`config.mk`:
```
export PLATFORM = sky130hd
export DESIGN_NAME = aliens_ctrl_latch
export DESIGN_NICKNAME = d
export VERILOG_FILES = /design/src/rtl/aliens_ctrl_latch.sv
export SDC_FILE = /design/constraint.sdc
export NUM_CORES = 1
export LEC_CHECK = 0
export BUFFER_PORTS_ARGS = -buffer_cell sky130_fd_sc_hd__buf_2
export CAP_MARGIN = 20
export CORE_MARGIN = 2
export CORE_UTILIZATION = 50
export DETAILED_ROUTE_END_ITERATION = 12
export PLACE_DENSITY = 0.75
export SLEW_MARGIN = 30
export SYNTH_ARGS = -nofsm -noshare
export SYNTH_HDL_FRONTEND = slang
export SYNTH_SLANG_ARGS = --single-unit
```
`constraint.sdc`:
```
create_clock -name clk -period 2 [get_ports clk]
set_input_delay 0.1 -clock clk [delete_from_list [all_inputs] [get_ports clk]]
set_output_delay 0.1 -clock clk [all_outputs]
set_load 0.1 [all_outputs]
```
`src/rtl/aliens_ctrl_latch.sv`:
```
// aliens_ctrl_latch: control register at 0x5F88 (coin counters, palette/work-RAM
// bank, K052109 RMRD) and the main-CPU watchdog.
// Build option: define ALIENS_CTRL_WDOG_EN to include the watchdog; without it
// wdog_rst_n is tied high and wdog_cs_n / wd_cen are ignored.
module aliens_ctrl_latch #(
  parameter int          COIN_MIN   = 16,
  parameter logic [19:0] WDOG_LIMIT = 20'd600000,
  parameter int          WDOG_HOLD  = 64
) (
  input  logic       clk,
  input  logic       rst_n,
  input  logic       cpu_cen,
  input  logic       ctrl_cs_n,
  input  logic       wdog_cs_n,
  input  logic       cpu_wr_n,
  input  logic [7:0] cpu_din,
  input  logic       wd_cen,
  output logic [7:0] ctrl_q,
  output logic [1:0] coin_cnt,
  output logic       pal_bank,
  output logic       rmrd,
  output logic       wdog_rst_n
);

  localparam int SCW = $clog2(COIN_MIN) + 1;

  // Bus strobe semantics: a select/strobe counts only on cycles where cpu_cen
  // is high; an access is recognised once, on the first such cycle it is seen,
  // and the previous-state register advances only on cpu_cen cycles, so a
  // strobe held across many bus cycles yields exactly one event.
  logic wr_act;
  logic wr_prev;
  logic wr_stb;

  assign wr_act = cpu_cen & ~ctrl_cs_n & ~cpu_wr_n;
  assign wr_stb = wr_act & ~wr_prev;

  // Write edge detect and control-byte latch
  always_ff @(posedge clk) begin
    if (!rst_n) begin
      wr_prev <= 1'b0;
      ctrl_q  <= 8'h00;
    end else begin
      if (cpu_cen) wr_prev <= wr_act;
      if (wr_stb)  ctrl_q  <= cpu_din;
    end
  end

  // Bank select and RMRD are plain taps of the latched byte
  assign pal_bank = ctrl_q[5];
  assign rmrd     = ctrl_q[6];

  logic [1:0]     ctrl_prev;
  logic [SCW-1:0] sc [2];

  // Coin counters: a rising control bit starts a stretch window of COIN_MIN
  // clocks; inside the window the output is forced high and new edges are
  // ignored, afterwards the output simply follows the control bit.
  always_ff @(posedge clk) begin
    if (!rst_n) begin
      ctrl_prev <= 2'b00;
      coin_cnt  <= 2'b00;
      for (int i = 0; i < 2; i++) sc[i] <= '0;
    end else begin
      ctrl_prev <= ctrl_q[1:0];
      for (int i = 0; i < 2; i++) begin
        if (sc[i] != '0) begin
          sc[i]       <= sc[i] - 1'b1;
          coin_cnt[i] <= 1'b1;
        end else if (ctrl_q[i] && !ctrl_prev[i]) begin
          sc[i]       <= SCW'(COIN_MIN - 1);
          coin_cnt[i] <= 1'b1;
        end else begin
          coin_cnt[i] <= ctrl_q[i];
        end
      end
    end
  end

`ifdef ALIENS_CTRL_WDOG_EN
  localparam int HCW = $clog2(WDOG_HOLD) + 1;

  logic           kick_act;
  logic           kick_prev;
  logic           kick;
  logic [19:0]    wc;
  logic [HCW-1:0] hc;
  logic           wdog_q;

  // Any access to the watchdog select kicks, read or write
  assign kick_act = cpu_cen & ~wdog_cs_n;
  assign kick     = kick_act & ~kick_prev;

  // Watchdog: count line ticks, fire after WDOG_LIMIT quiet ticks, then hold
  // the reset request low for WDOG_HOLD clocks. During the hold both ticks and
  // kicks are ignored; a kick beats a tick in the same cycle.
  always_ff @(posedge clk) begin
    if (!rst_n) begin
      kick_prev <= 1'b0;
      wc        <= 20'd0;
      hc        <= '0;
      wdog_q    <= 1'b1;
    end else begin
      if (cpu_cen) kick_prev <= kick_act;
      if (hc != '0) begin
        hc <= hc - 1'b1;
        wc <= 20'd0;
        if (hc == HCW'(1)) wdog_q <= 1'b1;
      end else if (kick) begin
        wc <= 20'd0;
      end else if (wd_cen) begin
        if (wc == WDOG_LIMIT - 20'd1) begin
          wc     <= 20'd0;
          hc     <= HCW'(WDOG_HOLD);
          wdog_q <= 1'b0;
        end else begin
          wc <= wc + 20'd1;
        end
      end
    end
  end

  assign wdog_rst_n = wdog_q;
`else
  logic unused_wdog;

  // Watchdog inputs have no function in this build
  assign unused_wdog = wdog_cs_n ^ wd_cen;
  assign wdog_rst_n  = 1'b1;
`endif

endmodule

```
==> results.txt, run 1 <==
----------------------------------------------------
[Timing]
  Unrepaired setup endpoints after global routing ... false
  Fmax ... 574 MHz
  Worst Tran Pin Value ... 0.623 ns
  Total of endpoints with negative setup slack in the final report ... 0
  Max-slew violation total from the final report ... 0
  Setup TNS ... 0 ns
  Final hold vios ... 0
  Worst max-slew margin expressed relative to the limit ... 58.3%
  Post-route clock skew ... 0.00144 ns
  Final Hold Slack ... 0.0249 ns
  Final Cycle Share ... 87.1%
  Min cycle time layout ... 1.74 ns
  Worst-case setup margin in the final layout ... 0.258 ns

[Route]
  First drt pass iteration count ... 4
  Total wire length ... 1800 um
  Residual antenna-violating net count after detailed routing ... 0
  Overall via count from detail_route ... 834
  Iter 0 DRT Violations ... 9
  DRC violations left ... 0
  Wire length per cell after detailed routing ... 11.2 um
  Average via count per standard cell ... 5.18

[Synthesis]
  Number of warnings issued by yosys ... 0
  Count of unique library cells instantiated by Yosys ... 33
  #FFs+latches synth ... 23
  Post-synthesis instance area ... 1040 um2
  Number of standard cells after synthesis ... 111
  Avg Inst Size Synth ... 9.39 um2
  Top_reg_cell synth ... dfxtp_1
  Number of flops mapped to enable cells by yosys ... 5
  Mapped Nets ... 129
  Async set-or-reset flop fraction in the synthesized netlist ... 0%
  Register area share after synthesis ... 49.0%

[Power and ir drop]
  Total leakage power ... 0.510 nW
  Total power per unit cell area ... 1390 nW/um2
  Worst vdd ir ... 0.649 mV

[Global routing]
  Vias in the first global route ... 748
  Largest net degree at the start of global routing ... 16
  Global-route wire length before repair ... 3090 um
  Grt total ovfl ... 0
  Initial antenna violation count ... 0
  Total GRT Usage ... 16.4%

[Finish]
  Final Non-Filler Cells ... 161
  Post-synthesis to final-layout area growth ... 14.4%
  Number of antenna diodes ... 0
  Share of final-layout standard cells stronger than drive strength 1 ... 26.1%
  Final nets ... 153
  End-of-flow core utilization ... 60.8%

[Flow run]
  Total of max-cap violations ... 0

[Floorplanning]
  Die X-Extent ... 49.7 um
  Die outline height ... 49.7 um
  Area of the die ... 2470 um2
  Core region area ... 1960 um2
  Number of top-level pins ... 28
  Number of rows created at floorplan ... 16
  Effective utilization at floorplan ... 53.1%

[Clock network]
  Insertion delay to the later sink of the worst-skew pair ... 0.29 ns
  CTS H-tree lvls ... 1
  TritonCTS clock tree ... built
  Hold Buf Count CTS ... 0
  Maximum buffer depth of the clock tree ... 2
  Clk slew on worst S/H paths ... 0.12 ns
  CTS buffer count ... 3
  CTS root buf ... clkbuf_4
  Post-CTS Setup Inserts ... 0
  Number of sinks on the clock net ... 23
  Number of gates resized after cts ... 0

[Critical path]
  Kind of end point of the critical path ... flop
  Peak fanout along the critical path ... 4
  Startpoint class of the critical path ... flop
  Required time of the worst setup path ... 2.18 ns
  Arrival time worst endpoint ... 1.92 ns
  WS Path Type ... reg2reg

[Outcome]
  Outcome ... finished, final reports clean

[Placement]
  Gp weighted congestion ... 0.773
  Worst slack at placement ... 0.277 ns
  Input/output buffers ... 24
  HPWL after detailed placement ... 1350 um
  Dpl cells ... 157

[Min path]
  Kind of path behind the tightest hold check ... in2reg

----------------------------------------------------
path summary, 6_finish.rpt:
kind	to	startpoint	slack, ns	cells after the start
worst max-delay path	sc[0][2]	sc[0][0]	0.26	5
worst min-delay path	ctrl_q[6]	cpu_din[6]	0.02	3
worst max register to register	sc[0][2]	sc[0][0]	0.26	5
worst min register to register	ctrl_q[7]	ctrl_q[7]	0.47	2
cells in the final DEF, fill, tap and decap left out, types with 2 or more instances in the layout:
| master | Yosys | final |
|---|---|---|
| buf_2 | 0 | 24 |
| nand2_1 | 19 | 19 |
| dfxtp_1 | 18 | 18 |
| a21oi_1 | 13 | 13 |
| nor2_1 | 7 | 7 |
| inv_1 | 6 | 6 |
| edfxtp_1 | 5 | 5 |
| nor3_1 | 3 | 3 |
| xnor2_1 | 3 | 3 |
| o21a_1 | 3 | 3 |
| ha_1 | 3 | 3 |
| clkbuf_4 | 0 | 3 |
| nor4b_1 | 2 | 2 |
| or4b_4 | 2 | 2 |
| and2_1 | 2 | 2 |
| a31oi_1 | 2 | 2 |
| buf_4 | 3 | 2 |
cells by family after synthesis:
| family | share of synthesized area, % |
|---|---|
| simple gates | 22.5 |
| compound gates | 14.6 |
| flops | 49.0 |
| buf+inv | 6.48 |
| fa+ha+maj | 3.60 |
| xor+xnor | 2.52 |
| other cells | 0.360 |
| mux | 0.960 |
per-layer routing:
| layer | global-route usage, % | vias up | wire length, um |
|---|---|---|---|
| met1 | 18.9 | 385 | 821 |
| met3 | 2.73 | 2 | 68 |
| li1 | - | 429 | - |
| met5 | 0 | - | 0 |
| met2 | 29.1 | 18 | 889 |
| met4 | 8.33 | 0 | 21 |
power breakdown:
group / switching, mW / total [mW] / internal [mW]
registers: 0.0984 / 0.700 / 0.601
clock network: 0.127 / 0.205 / 0.0776
logic: 0.447 / 0.755 / 0.308
Yosys cell counts, types with 2 or more instances:
library cell / n / share of area, %
nand2_1: 19 / 6.8
dfxtp_1: 18 / 35
a21oi_1: 13 / 6.2
nor2_1: 7 / 2.5
inv_1: 6 / 2.2
edfxtp_1: 5 / 14
buf_4: 3 / 2.2
clkbuf_1: 3 / 1.1
ha_1: 3 / 3.6
nor3_1: 3 / 1.4
o21a_1: 3 / 2.2
xnor2_1: 3 / 2.5
a31oi_1: 2 / 1.2
and2_1: 2 / 1.2
nor4b_1: 2 / 1.7
or4b_4: 2 / 2.6
stage by stage:
| step | instance area (um2) | total power, mW |
|---|---|---|
| 2_1_floorplan | 1040 | 1.32 |
| 3_3_place_gp | 1170 | 1.44 |
| 3_5_place_dp | 1170 | 1.47 |
| 4_1_cts | 1190 | 1.67 |
| 5_1_grt | 1190 | 1.78 |
| 6_report | 1190 | 1.66 |
sequential cells by signal, indices dropped and copies added (netlist names):
name / cells
sc: 10
ctrl_prev: 2
ctrl_q: 8
coin_cnt: 2
wr_prev: 1
worst max-delay path: stages, from the launching register on:
cell and delay (ns):
edfxtp_1 0.44, inv_1 0.11, ha_1 0.17, or4b_4 0.50
nor2_1 0.25, o21a_1 0.17
cell type report:
cell class | count | area [um2]
fill | 201 | 769
clock buffer | 4 | 26.3
inverter | 6 | 22.5
multi-input combinational | 75 | 464
tap | 27 | 33.8
timing repair buffer | 26 | 135
sequential | 23 | 510
Note: power is estimated with default switching activity, not from simulation.
==> inputs of run 2 (changes only) <==
--- a/config.mk
+++ b/config.mk
@@ -7,7 +7,7 @@
 export LEC_CHECK = 0
 export BUFFER_PORTS_ARGS = -buffer_cell sky130_fd_sc_hd__buf_2
 export CAP_MARGIN = 20
-export CORE_MARGIN = 2
+export CORE_MARGIN = 3
 export CORE_UTILIZATION = 50
 export DETAILED_ROUTE_END_ITERATION = 12
 export PLACE_DENSITY = 0.75
==> run 2 against run 1 <==
Net effect:
- die area rose by 8.2%
- final area fell by 0.21%
- routed wire length rose by 5.9%
- hold slack got worse by 0.0069 ns
- core utilization rose by 3.9 points
- clock skew rose by 0.0037 ns
- worst setup slack got worse by 0.016 ns
- critical endpoint is now sc[0][1]
- flip-flop and latch count did not move
- power rose by 0.27%
- first-iteration DRC count fell by 44%
- critical path type unchanged
- via count fell by 1.2%
==> results.txt, run 2 (synthesized netlist as in run 1, its figures left out) <==
----------------------------------------------------
[Outcome]
  Outcome ... finished, final reports clean

[Route]
  Wire length per cell after detailed routing ... 12.0 um
  Overall via count from detail_route ... 824
  First drt pass iteration count ... 2
  Residual antenna-violating net count after detailed routing ... 0
  Average via count per standard cell ... 5.18
  Total wire length ... 1910 um
  Iter 0 DRT Violations ... 5
  DRC violations left ... 0

[Floorplanning]
  Number of top-level pins ... 28
  Die X-Extent ... 51.7 um
  Number of rows created at floorplan ... 15
  Effective utilization at floorplan ... 56.7%
  Area of the die ... 2670 um2
  Die outline height ... 51.7 um
  Core region area ... 1840 um2

[Critical path]
  Slowest-stage cell, CP ... or4b_4
  Peak fanout along the critical path ... 4
  Worst-case register-to-register setup slack ... 0.24 ns
  Worst reg2reg path depth ... 5
  Destination of the critical timing path ... sc[0][1]
  Reg-to-Reg End ... sc[0][1]
  Required time of the worst setup path ... 2.18 ns
  Cell-by-cell listing of the critical path ... inv_1 > ha_1 > or4b_4 > nor2_1 > o21a_1
  Top Family by Delay on Critical Path ... simple AND/OR/NAND/NOR gates
  CP Depth ... 5
  Kind of end point of the critical path ... flop
  Combined buffer and inverter count along the critical path ... 1
  Max stage delay on crit path ... 0.49 ns
  Arrival time worst endpoint ... 1.94 ns
  Launching instance or port of the critical path ... sc[0][0]
  WS Path Type ... reg2reg
  Startpoint class of the critical path ... flop
  Reg-to-reg startpoint ... sc[0][0]

[Clock network]
  CTS buffer count ... 3
  CTS H-tree lvls ... 1
  Maximum buffer depth of the clock tree ... 2
  CTS root buf ... clkbuf_4
  Number of gates resized after cts ... 0
  Hold Buf Count CTS ... 0
  Clk slew on worst S/H paths ... 0.12 ns
  TritonCTS clock tree ... built
  Insertion delay to the later sink of the worst-skew pair ... 0.30 ns
  Number of sinks on the clock net ... 23
  Post-CTS Setup Inserts ... 0

[Global routing]
  Initial antenna violation count ... 0
  Global-route wire length before repair ... 3330 um
  Vias in the first global route ... 761
  Grt total ovfl ... 0
  Total GRT Usage ... 16.6%
  Largest net degree at the start of global routing ... 16

[Finish]
  Fill cell instance count of the final layout ... 182
  Storage element area ... 510 um2
  Number of antenna diodes ... 0
  Most common library cell in the layout ignoring fill and taps ... buf_2
  Area occupied by multi-input gates ... 464 um2
  Registers with the most flip-flops ... sc (10), ctrl_q (8)
  Flip-flop count of the largest register after layout ... 10
  Share of final-layout standard cells stronger than drive strength 1 ... 26.1%
  Top library cells by usage in the layout, fill and taps aside ... buf_2 (24), nand2_1 (19), dfxtp_1 (18)
  Final nets ... 153
  Final Non-Filler Cells ... 159
  Register with the most flip-flops ... sc
  Post-synthesis to final-layout area growth ... 14.2%

[Power and ir drop]
  Worst vdd ir ... 0.697 mV
  Total leakage power ... 0.510 nW
  Total power per unit cell area ... 1400 nW/um2

[Timing]
  Unrepaired setup endpoints after global routing ... false
  Final hold vios ... 0
  Min cycle time layout ... 1.76 ns
  Worst Tran Pin Value ... 0.622 ns
  Max-slew violation total from the final report ... 0
  Setup TNS ... 0 ns
  Worst max-slew margin expressed relative to the limit ... 58.5%
  Final Cycle Share ... 87.9%
  Post-route clock skew ... 0.00516 ns
  Total of endpoints with negative setup slack in the final report ... 0
  Fmax ... 569 MHz

[Placement]
  Dpl cells ... 155
  HPWL after detailed placement ... 1460 um
  Gp weighted congestion ... 0.851
  Input/output buffers ... 24

[Min path]
  Kind of path behind the tightest hold check ... in2reg

[Flow run]
  Total of max-cap violations ... 0

----------------------------------------------------
[run 2: cell counts in the layout (fill, tap and decap cells not counted)]
Identical to the previous run, type by type.
[run 2: final cells by class]
cell class / instances / share of cell area [%]
Clock buffer: 4 / 2.21
Sequential cell: 23 / 42.9
Tap cell: 25 / 2.63
Timing Repair Buffer: 26 / 11.4
Multi-Input combinational cell: 75 / 39.0
Inverter: 6 / 1.89
[run 2: power breakdown]
part	total (mW)	switching (mW)	leakage, nW	internal (mW)
clock	0.207	0.129	0.0150	0.0778
combinational	0.757	0.449	0.291	0.309
sequential	0.700	0.0984	0.204	0.602
[run 2: worst min-delay path by stage]
stage	startpoint	end	cells after the start
final	cpu_din[2]	ctrl_q[2]	3
after global routing	cpu_din[1]	ctrl_q[1]	3
after detailed placement	cpu_din[1]	ctrl_q[1]	3
after global placement	cpu_din[3]	ctrl_q[3]	3
after floorplan	cpu_din[0]	ctrl_q[0]	2
after CTS	cpu_din[2]	ctrl_q[2]	3
[run 2: stage by stage]
step / hold slack (ns) / instance area [um2] / total power, mW / utilization (%) / setup slack (ns)
floorplan: 0.236 / 1040 / 1.32 / - / 0.311
global placement: 0.341 / 1160 / 1.44 / 63.3 / 0.330
detailed placement: 0.351 / 1160 / 1.47 / 63.3 / 0.283
CTS: 0.0130 / 1190 / 1.68 / 64.7 / 0.242
global route: 0.00621 / 1190 / 1.79 / 64.7 / 0.0918
finish: 0.0180 / 1190 / 1.66 / 64.7 / 0.242
[run 2: routing by layer]
| metal | GRT usage, % | up-vias | routed length, um |
|---|---|---|---|
| met5 | 0 | - | 0 |
| met4 | 7.86 | 0 | 30 |
| met3 | 4.01 | 4 | 90 |
| met2 | 28.4 | 18 | 949 |
| met1 | 19.4 | 374 | 835 |
| li1 | - | 428 | - |
[run 2: worst register-to-register path: stages (launching register included)]
cell and delay (ns):
edfxtp_1 0.43, inv_1 0.12, ha_1 0.17, or4b_4 0.49, nor2_1 0.25, o21a_1 0.17
